`config.mk`:
```
export PLATFORM = sky130hd
export DESIGN_NAME = rotater
export DESIGN_NICKNAME = d
export VERILOG_FILES = /design/src/rtl/rotater_pkg.sv /design/src/rtl/rotater_rot_step.sv /design/src/rtl/rotater.sv
export SDC_FILE = /design/constraint.sdc
export NUM_CORES = 1
export LEC_CHECK = 0
export CORE_AREA = 2 2 66 68
export CTS_CLUSTER_DIAMETER = 100
export DETAILED_ROUTE_END_ITERATION = 8
export DIE_AREA = 0 0 68 70
export HOLD_SLACK_MARGIN = 0.05
export MAX_ROUTING_LAYER = met4
export PLACE_DENSITY_LB_ADDON = 0.15
export REMOVE_ABC_BUFFERS = 1
export SETUP_SLACK_MARGIN = 0.15
export SLEW_MARGIN = 40
export SYNTH_ARGS = -nofsm -noshare
export SYNTH_HDL_FRONTEND = slang
export SYNTH_SLANG_ARGS = --single-unit
export TNS_END_PERCENT = 50
```
`constraint.sdc`:
```
create_clock -name SYSCLK -period 2 [get_ports SYSCLK]
set_input_delay 0.3 -clock SYSCLK [delete_from_list [all_inputs] [get_ports SYSCLK]]
set_output_delay 0.3 -clock SYSCLK [all_outputs]
set_load 0.01 [all_outputs]
```
`src/rtl/rotater_pkg.sv`:
```
// Shared definitions for the rotater: state encoding, OP bit positions and step counts.
// step_count() maps a {RAR, RAL, BSW} request onto the number of SHIFT cycles it needs.
package rotater_pkg;

  typedef enum logic [1:0] {
    ST_IDLE  = 2'd0,
    ST_SHIFT = 2'd1,
    ST_WRITE = 2'd2
  } state_t;

  localparam int OP_RAR = 2;
  localparam int OP_RAL = 1;
  localparam int OP_BSW = 0;

  localparam logic [1:0] STEPS_PASS   = 2'd0;
  localparam logic [1:0] STEPS_SINGLE = 2'd1;
  localparam logic [1:0] STEPS_DOUBLE = 2'd2;

  // RAL and RAR together is defined as a pass-through whatever BSW says.
  function automatic logic [1:0] step_count(input logic [2:0] op);
    logic [1:0] steps;
    steps = op[OP_BSW] ? STEPS_SINGLE : STEPS_PASS;
    if (op[OP_RAR] && op[OP_RAL]) begin
      steps = STEPS_PASS;
    end else if (op[OP_RAR] || op[OP_RAL]) begin
      steps = op[OP_BSW] ? STEPS_DOUBLE : STEPS_SINGLE;
    end
    return steps;
  endfunction

endpackage

```
`src/rtl/rotater_rot_step.sv`:
```
// One combinational rotate step on {L, AC}: RAL, RAR or byte swap.
// A rotate bit wins over BSW; BSW then means "rotate twice", sequenced by the caller.
module rot_step
  import rotater_pkg::*;
#(
  parameter int WIDTH = 12
) (
  input  logic [2:0]     op,
  input  logic [WIDTH:0] r_in,
  output logic [WIDTH:0] r_out
);

  always_comb begin
    r_out = r_in;
    if (op[OP_RAL] && !op[OP_RAR]) begin
      r_out = {r_in[WIDTH-1:0], r_in[WIDTH]};
    end else if (op[OP_RAR] && !op[OP_RAL]) begin
      r_out = {r_in[0], r_in[WIDTH:1]};
    end else if (op[OP_BSW] && !op[OP_RAL] && !op[OP_RAR]) begin
      r_out = {r_in[WIDTH], r_in[WIDTH/2-1:0], r_in[WIDTH-1:WIDTH/2]};
    end
  end

endmodule

```
`src/rtl/rotater.sv`:
```
// Multi-cycle AC/link rotater: latches operands on START, steps once per SHIFT cycle,
// then strobes the result out in a single WRITE cycle. START is ignored while BUSY.
module rotater
  import rotater_pkg::*;
#(
  parameter int WIDTH = 12
) (
  input  logic             SYSCLK,
  input  logic             RESET,
  input  logic             START,
  input  logic [2:0]       OP,
  input  logic [WIDTH-1:0] AC_IN,
  input  logic             LINK_IN,
  output logic [WIDTH-1:0] AC_OUT,
  output logic             LINK_OUT,
  output logic             AC_LD,
  output logic             LINK_SET,
  output logic             BUSY,
  output logic             DONE
);

  state_t         state;
  logic [WIDTH:0] r;
  logic [2:0]     op_q;
  logic [1:0]     cnt;
  logic [WIDTH:0] r_next;
  logic [1:0]     start_steps;

  assign start_steps = step_count(OP);

  rot_step #(.WIDTH(WIDTH)) u_rot_step (
    .op    (op_q),
    .r_in  (r),
    .r_out (r_next)
  );

  // Outputs are loaded on the edge that enters WRITE so they hold between operations.
  always_ff @(posedge SYSCLK) begin
    if (RESET) begin
      state    <= ST_IDLE;
      r        <= '0;
      op_q     <= '0;
      cnt      <= '0;
      AC_OUT   <= '0;
      LINK_OUT <= 1'b0;
      AC_LD    <= 1'b0;
      LINK_SET <= 1'b0;
      DONE     <= 1'b0;
      BUSY     <= 1'b0;
    end else begin
      AC_LD    <= 1'b0;
      LINK_SET <= 1'b0;
      DONE     <= 1'b0;
      case (state)
        ST_IDLE: begin
          if (START) begin
            r    <= {LINK_IN, AC_IN};
            op_q <= OP;
            cnt  <= start_steps;
            BUSY <= 1'b1;
            if (start_steps == STEPS_PASS) begin
              state    <= ST_WRITE;
              AC_OUT   <= AC_IN;
              LINK_OUT <= LINK_IN;
              AC_LD    <= 1'b1;
              LINK_SET <= 1'b1;
              DONE     <= 1'b1;
            end else begin
              state <= ST_SHIFT;
            end
          end
        end
        ST_SHIFT: begin
          r   <= r_next;
          cnt <= cnt - 2'd1;
          if (cnt == 2'd1) begin
            state    <= ST_WRITE;
            AC_OUT   <= r_next[WIDTH-1:0];
            LINK_OUT <= r_next[WIDTH];
            AC_LD    <= 1'b1;
            LINK_SET <= 1'b1;
            DONE     <= 1'b1;
          end
        end
        ST_WRITE: begin
          state <= ST_IDLE;
          BUSY  <= 1'b0;
        end
        default: begin
          state <= ST_IDLE;
          BUSY  <= 1'b0;
        end
      endcase
    end
  end

endmodule

```
# Yosys cells after proc, flatten, opt, wreduce, memory -nomap -nowiden
# Index checks and enable logic that the tools add are counted.
[totals]
out_inout_bits = 17
ff_bits = 35
in_bits = 19
[op_classes]
n_bitwise = 1
n_eq_ne = 5
n_mux = 29
addsub = 1
reduce_logical = 16
[op_table]
columns = ["operator", "count"]
rows = [
  ["$mux 12", 4],
  ["$mux 13", 3],
  ["$pmux 13 s2", 1],
  ["$pmux 12 s2", 1],
  ["$mux 2", 7],
  ["$mux 1", 8],
  ["$pmux 2 s2", 2],
  ["$reduce_and 2->1", 4],
  ["$ne 2x2->1 const B", 3],
  ["$pmux 1 s2", 3],
  ["$logic_and 1x1->1", 5],
  ["$eq 2x1->1 const B", 2],
  ["$logic_not 2->1", 2],
  ["$reduce_and 4->1", 1],
  ["$logic_not 1->1", 2],
  ["$reduce_bool 2->1", 1],
  ["$sub 2x1->2 const B", 1],
  ["$logic_or 1x1->1", 1],
  ["$not 1->1", 1],
]

# Longest topological paths before layout
[depth]
word_depth = 8
ltp_mapped = 7
depth_no_buf = 6

# Cells and area by module
# Synthesis repeated with hierarchy kept, for this count alone.
[unflattened]
hier_cells = 179
area_unflattened_um2 = 1954.4
[modules_own_cells]
columns = ["module", "n_inst", "seq_area_each_um2", "area_each_um2", "cells_each"]
rows = [
  ["rotater", 1, 700.7, 1493.9, 148],
  ["rot_step", 1, 0.0, 460.4, 31],
]

# Least setup slack after synthesis
# No wires, ideal clock.
[synth_path]
kind = "input to register"
startpoint = "in OP[2]"
endpoint = "reg AC_OUT[0]"
path_stages = 7
arrival_ns = 1.637
t_required_ns = 1.852
setup_ns = 0.148
setup_slack_ns = 0.214
cell_sequence = "or2_2 > ha_1 > o2bb2ai_1 > a22oi_4 > buf_6 > a21oi_1 > a221oi_2"
[synth_between]
elab_chain_cells = 6
[synth_rtl]
columns = ["item", "line_no", "rtl"]
rows = [
  ["start: declaration", "rotater.sv:11", "input logic [2:0] OP,"],
  ["$logic_or 1x1->1", "rotater_pkg.sv:25", "end else if (op[OP_RAR] || op[OP_RAL]) begin"],
  ["$mux 2", "rotater_pkg.sv:25", ""],
  ["$mux 2 (*)", "rotater_pkg.sv:23", "if (op[OP_RAR] && op[OP_RAL]) begin"],
  ["$logic_not 2->1 (*)", "rotater.sv:61", "if (start_steps == STEPS_PASS) begin"],
  ["$ne 2x2->1 (no source line) (*)", "-", ""],
  ["$reduce_and 4->1 (no source line) (*)", "-", ""],
  ["end signal: assignment", "rotater.sv:78", "AC_OUT <= r_next[WIDTH-1:0];"],
  ["end: declaration", "rotater.sv:14", "output logic [WIDTH-1:0] AC_OUT,"],
]
# Every way passes the cells marked *; elsewhere a longest branch is shown, timed or not.
# A chain may end at the register's enable or synchronous reset.

# Worst setup path in the final report
[layout_path]
startpoint = "in OP[1]"
endpoint = "reg AC_OUT[9]"
# Same word-level chain as after synthesis.

==> metrics.log <==
INFO  metric synthFlopType = sky130_fd_sc_hd__dfxtp_1
INFO  metric postSynthCellCount = 223
INFO  metric yosys_warnings = 0
INFO  metric grt_start_max_net_pins = 36
INFO  metric global_route_wire_length_before_repair = 8.38 mm
INFO  metric std_cell_rows = 24
INFO  metric drt_drc_violations_left = 0
INFO  metric critPathMaxFanout = 7
INFO  metric power_density = between 700 and 800 nW/µm²
INFO  metric gp_congestion = between 0.8 and 0.9
INFO  metric post_synth_num_cell_types = 31
INFO  metric first_pass_iters = 4
INFO  metric die-width = slightly below 70 µm
INFO  metric synth_mux_area_frac = 0.0894
INFO  metric synth_async_sr_flop_share = 0
INFO  metric synthToLayoutAreaGrowth = 31.6%
INFO  metric clk_path_buf_depth = 2
INFO  metric core_area = approximately 4100 µm²
INFO  metric path_class = primary input to flip-flop
INFO  metric crit_buf_inv = 4
INFO  metric cp_cell_sequence = clkdlybuf4s15_1, or2_4, ha_4, o2bb2ai_2, buf_4, a22oi_4, buf_6, buf_12, a21oi_1, a221oi_2
INFO  metric timing.final.crit_period = between 1500 and 2000 ps
INFO  metric report.final.hold_viol_count = 0
INFO  metric synth_enable_flop_cells = 0
INFO  metric final_net_count = 286
INFO  metric synth_xor_area_frac = 0
INFO  metric floorplan.die.height = roughly 70 µm
INFO  metric finalWirelength = around 5.2 mm
INFO  metric dr.first_iter.drc_count = ~110
INFO  metric yosys.area.top_type = sky130_fd_sc_hd__dfxtp_1
INFO  metric hold_path_class = primary input to flip-flop
INFO  metric cts_max_level = 2
INFO  metric dieArea = 4760 µm²
INFO  metric critical_path_depth = 10
INFO  metric timing.critical_path.slowest_stage_cell = sky130_fd_sc_hd__ha_4
INFO  metric timing.critical_path.max_delay_family = buffers and inverters
INFO  metric fin_tns_setup = 0 ps
INFO  metric critical_path.endpoint_type = flip-flop
INFO  metric routedWlPerCell = ~16 µm
INFO  metric number_of_non_filler_instances_in_the_completed_layout = 318
INFO  metric avgSynthCellArea = 9.10 µm²
INFO  metric start_util = 0.490
INFO  metric yosysSeqAreaShare = 0.345
INFO  metric postLayoutSetupSlackWorst = roughly 290 ps
INFO  metric clk-insertion-delay-late = between 200 and 300 ps
INFO  metric peakVddDrop = 461 µV
INFO  metric cts_hold_buf = 0
INFO  metric fin_worst_hold_slack = 399 ps
INFO  metric yosys.area_share.adder = 0.0123
INFO  metric hpwlAfterDp = between 3 and 4 mm
INFO  metric slew_viol_final = 0
INFO  metric vias_in_the_first_global_route = roughly 1,700
INFO  metric met3_length = 227 µm
INFO  metric routed.top_layer = met4
INFO  metric cts_num_sinks = 35
INFO  metric grtUsageTotal = 0.237
INFO  metric area.sequential = between 700 and 800 µm²
INFO  metric crit_path_start_kind = primary input
INFO  metric tritoncts = yes
INFO  metric critPathRequiredTime = 2200 ps
INFO  metric synth_simple_gate_area_share = 0.0974
INFO  metric min_path_cells = 4
INFO  metric top_area_cells_in_the_synthesized_netlist = sky130_fd_sc_hd__dfxtp_1 35%, sky130_fd_sc_hd__a221oi_2 9.6%, sky130_fd_sc_hd__mux2i_1 8.4%, sky130_fd_sc_hd__a21oi_1 8.1%, sky130_fd_sc_hd__a211oi_1 4.8%
INFO  metric fin_crit_sh = 0.857
INFO  metric post_detailed_route_count_of_antenna_violating_nets = 0
INFO  metric grt_remaining_overflow = 0
INFO  metric multiInputGateArea = ~1200 µm²
INFO  metric critPathMaxStageDelay = around 270 ps
INFO  metric num_io_pins = 36
INFO  metric port_buffers = 35
INFO  metric worst_slew_margin_rel = 0.610
INFO  metric setup_slack_at_placement = -314 ps
INFO  metric antenna-diode-count = 0
INFO  metric reg2reg_depth = 7
INFO  metric max_freq = 583 MHz
INFO  metric fraction_of_synthesized_cell_area_taken_by_the_top_area_cell_type = 0.345
INFO  metric clk_transition_reported_paths = approximately 70 ps
INFO  metric post_route_cells_drive_above_1_share = 0.192
INFO  metric cell_leakage_power = 0.958 nW
INFO  metric vias = around 1,900
INFO  metric cts_root_buf = sky130_fd_sc_hd__clkbuf_8
INFO  metric post_drt_via_cell_ratio = around 5.9
INFO  metric timing.max_cap.violations = 0
INFO  metric mappedNetlistArea = 2030 µm²
INFO  metric wirelength_met1 = 2.35 mm
INFO  metric routed-wl-met2 = 2.47 mm
INFO  metric ys_ff_latch = 35
INFO  metric finalClockSkew = approximately 5.7 ps
INFO  metric dp_cells = 303
INFO  metric nFillCells = between 300 and 400
INFO  metric synth_compound_area_frac = 0.359
INFO  metric antenna_found_initial = 0
INFO  metric result_of_the_run = completed
INFO  metric cp_data_arrival_time = ~1900 ps
INFO  metric synth_top_family_by_area = compound AO/OA/AOI/OAI gates
INFO  metric totalPowerFinal = between 2 and 2.5 mW
INFO  metric rsz0062_at_grt = false
INFO  metric max_slew.worst_pin.slew = approximately 580 ps
INFO  metric setup_viol_count_final = 0
INFO  metric numCtsBuffers = 5
Yosys cell counts (4+ instances only):
cell and count:
sky130_fd_sc_hd__o221ai_1 4, sky130_fd_sc_hd__o221a_1 4, sky130_fd_sc_hd__mux2i_1 17, sky130_fd_sc_hd__nand2_1 8, sky130_fd_sc_hd__a211oi_1 13, sky130_fd_sc_hd__buf_2 9
sky130_fd_sc_hd__a221oi_2 13, sky130_fd_sc_hd__nand2b_1 4, sky130_fd_sc_hd__inv_1 14, sky130_fd_sc_hd__dfxtp_1 35, sky130_fd_sc_hd__a21oi_1 33, sky130_fd_sc_hd__clkbuf_1 8
sky130_fd_sc_hd__nor2_1 18, sky130_fd_sc_hd__a22oi_1 9, sky130_fd_sc_hd__buf_6 4, sky130_fd_sc_hd__o211ai_1 9
where the power goes:
group          switching [mW]  total, mW  internal, mW
Sequential             0.0902      0.869         0.779
Clock                   0.254      0.498         0.244
Combinational           0.326      0.686         0.360
Total                   0.670       2.05          1.38
final timing paths:
check	from	to	slack [ps]
max	OP[1]	AC_OUT[9]	290
min reg2reg	AC_OUT[0]	AC_OUT[0]	460
min	OP[2]	op_q[2]	400
max reg2reg	state[1]	AC_OUT[9]	370
per-stage QoR:
| stage | instance area (µm²) | utilization |
|---|---|---|
| floorplan | 1890 | - |
| global placement | 2440 | 0.589 |
| detailed placement | 2440 | 0.589 |
| CTS | 2660 | 0.643 |
| global route | 2670 | 0.644 |
| finish | 2670 | 0.644 |
cell usage in the layout (no fill, tap or decap), drive strengths merged, types with 2 or more instances in the layout:
master and instances:
nand2 8, o221a 4, nor2 18, a22oi 10
nand2b 4, nor3 3, a221oi 13, mux2i 17
or3b 2, o211ai 9, or2 2, a211oi 13
a21oi 33, buf 24, clkdlybuf4s50 32, dfxtp 35
inv 14, ha 2, o221ai 4, clkbuf 8
area by class of cell:
cell class / instances / share of cell area
clock inverter: 1 / 0.00187
inverter: 14 / 0.0197
sequential: 35 / 0.262
timing repair buffer: 59 / 0.229
tap: 52 / 0.0244
clock buffer: 7 / 0.0286
multi-input combinational: 150 / 0.434
repair_timing:
item,in CTS,in global routing
resized for setup,8,8
pin swaps,9,7
gates cloned,3,0
setup buffers,4,0
endpoints found under the setup margin,13,8
tightest hold or removal path, stage by stage:
cell                       delay (ps)
sky130_fd_sc_hd__clkbuf_2          90
sky130_fd_sc_hd__buf_4            140
sky130_fd_sc_hd__nand2_1           60
sky130_fd_sc_hd__a21oi_1           50
layer usage:
layer / vias up / track usage
li1: 926 / -
met1: 877 / 0.312
met2: 51 / 0.354
met3: 15 / 0.0435
met4: 0 / 0.100
met5: - / -
cell families after synthesis:
family                     Yosys count
muxes                               18
buffers and inverters               38
adders and majority gates            2
AOI/OAI and AO/OA                   90
DFF                                 35
and+or+nand+nor                     40
registers in the layout, indices dropped and copies added (netlist names):
| signal | count |
|---|---|
| AC_OUT | 12 |
| DONE | 1 |
| op_q | 3 |
| BUSY | 1 |
| state | 2 |
| cnt | 2 |
| r | 13 |
| LINK_OUT | 1 |
Note: power is estimated with default switching activity, not from simulation.
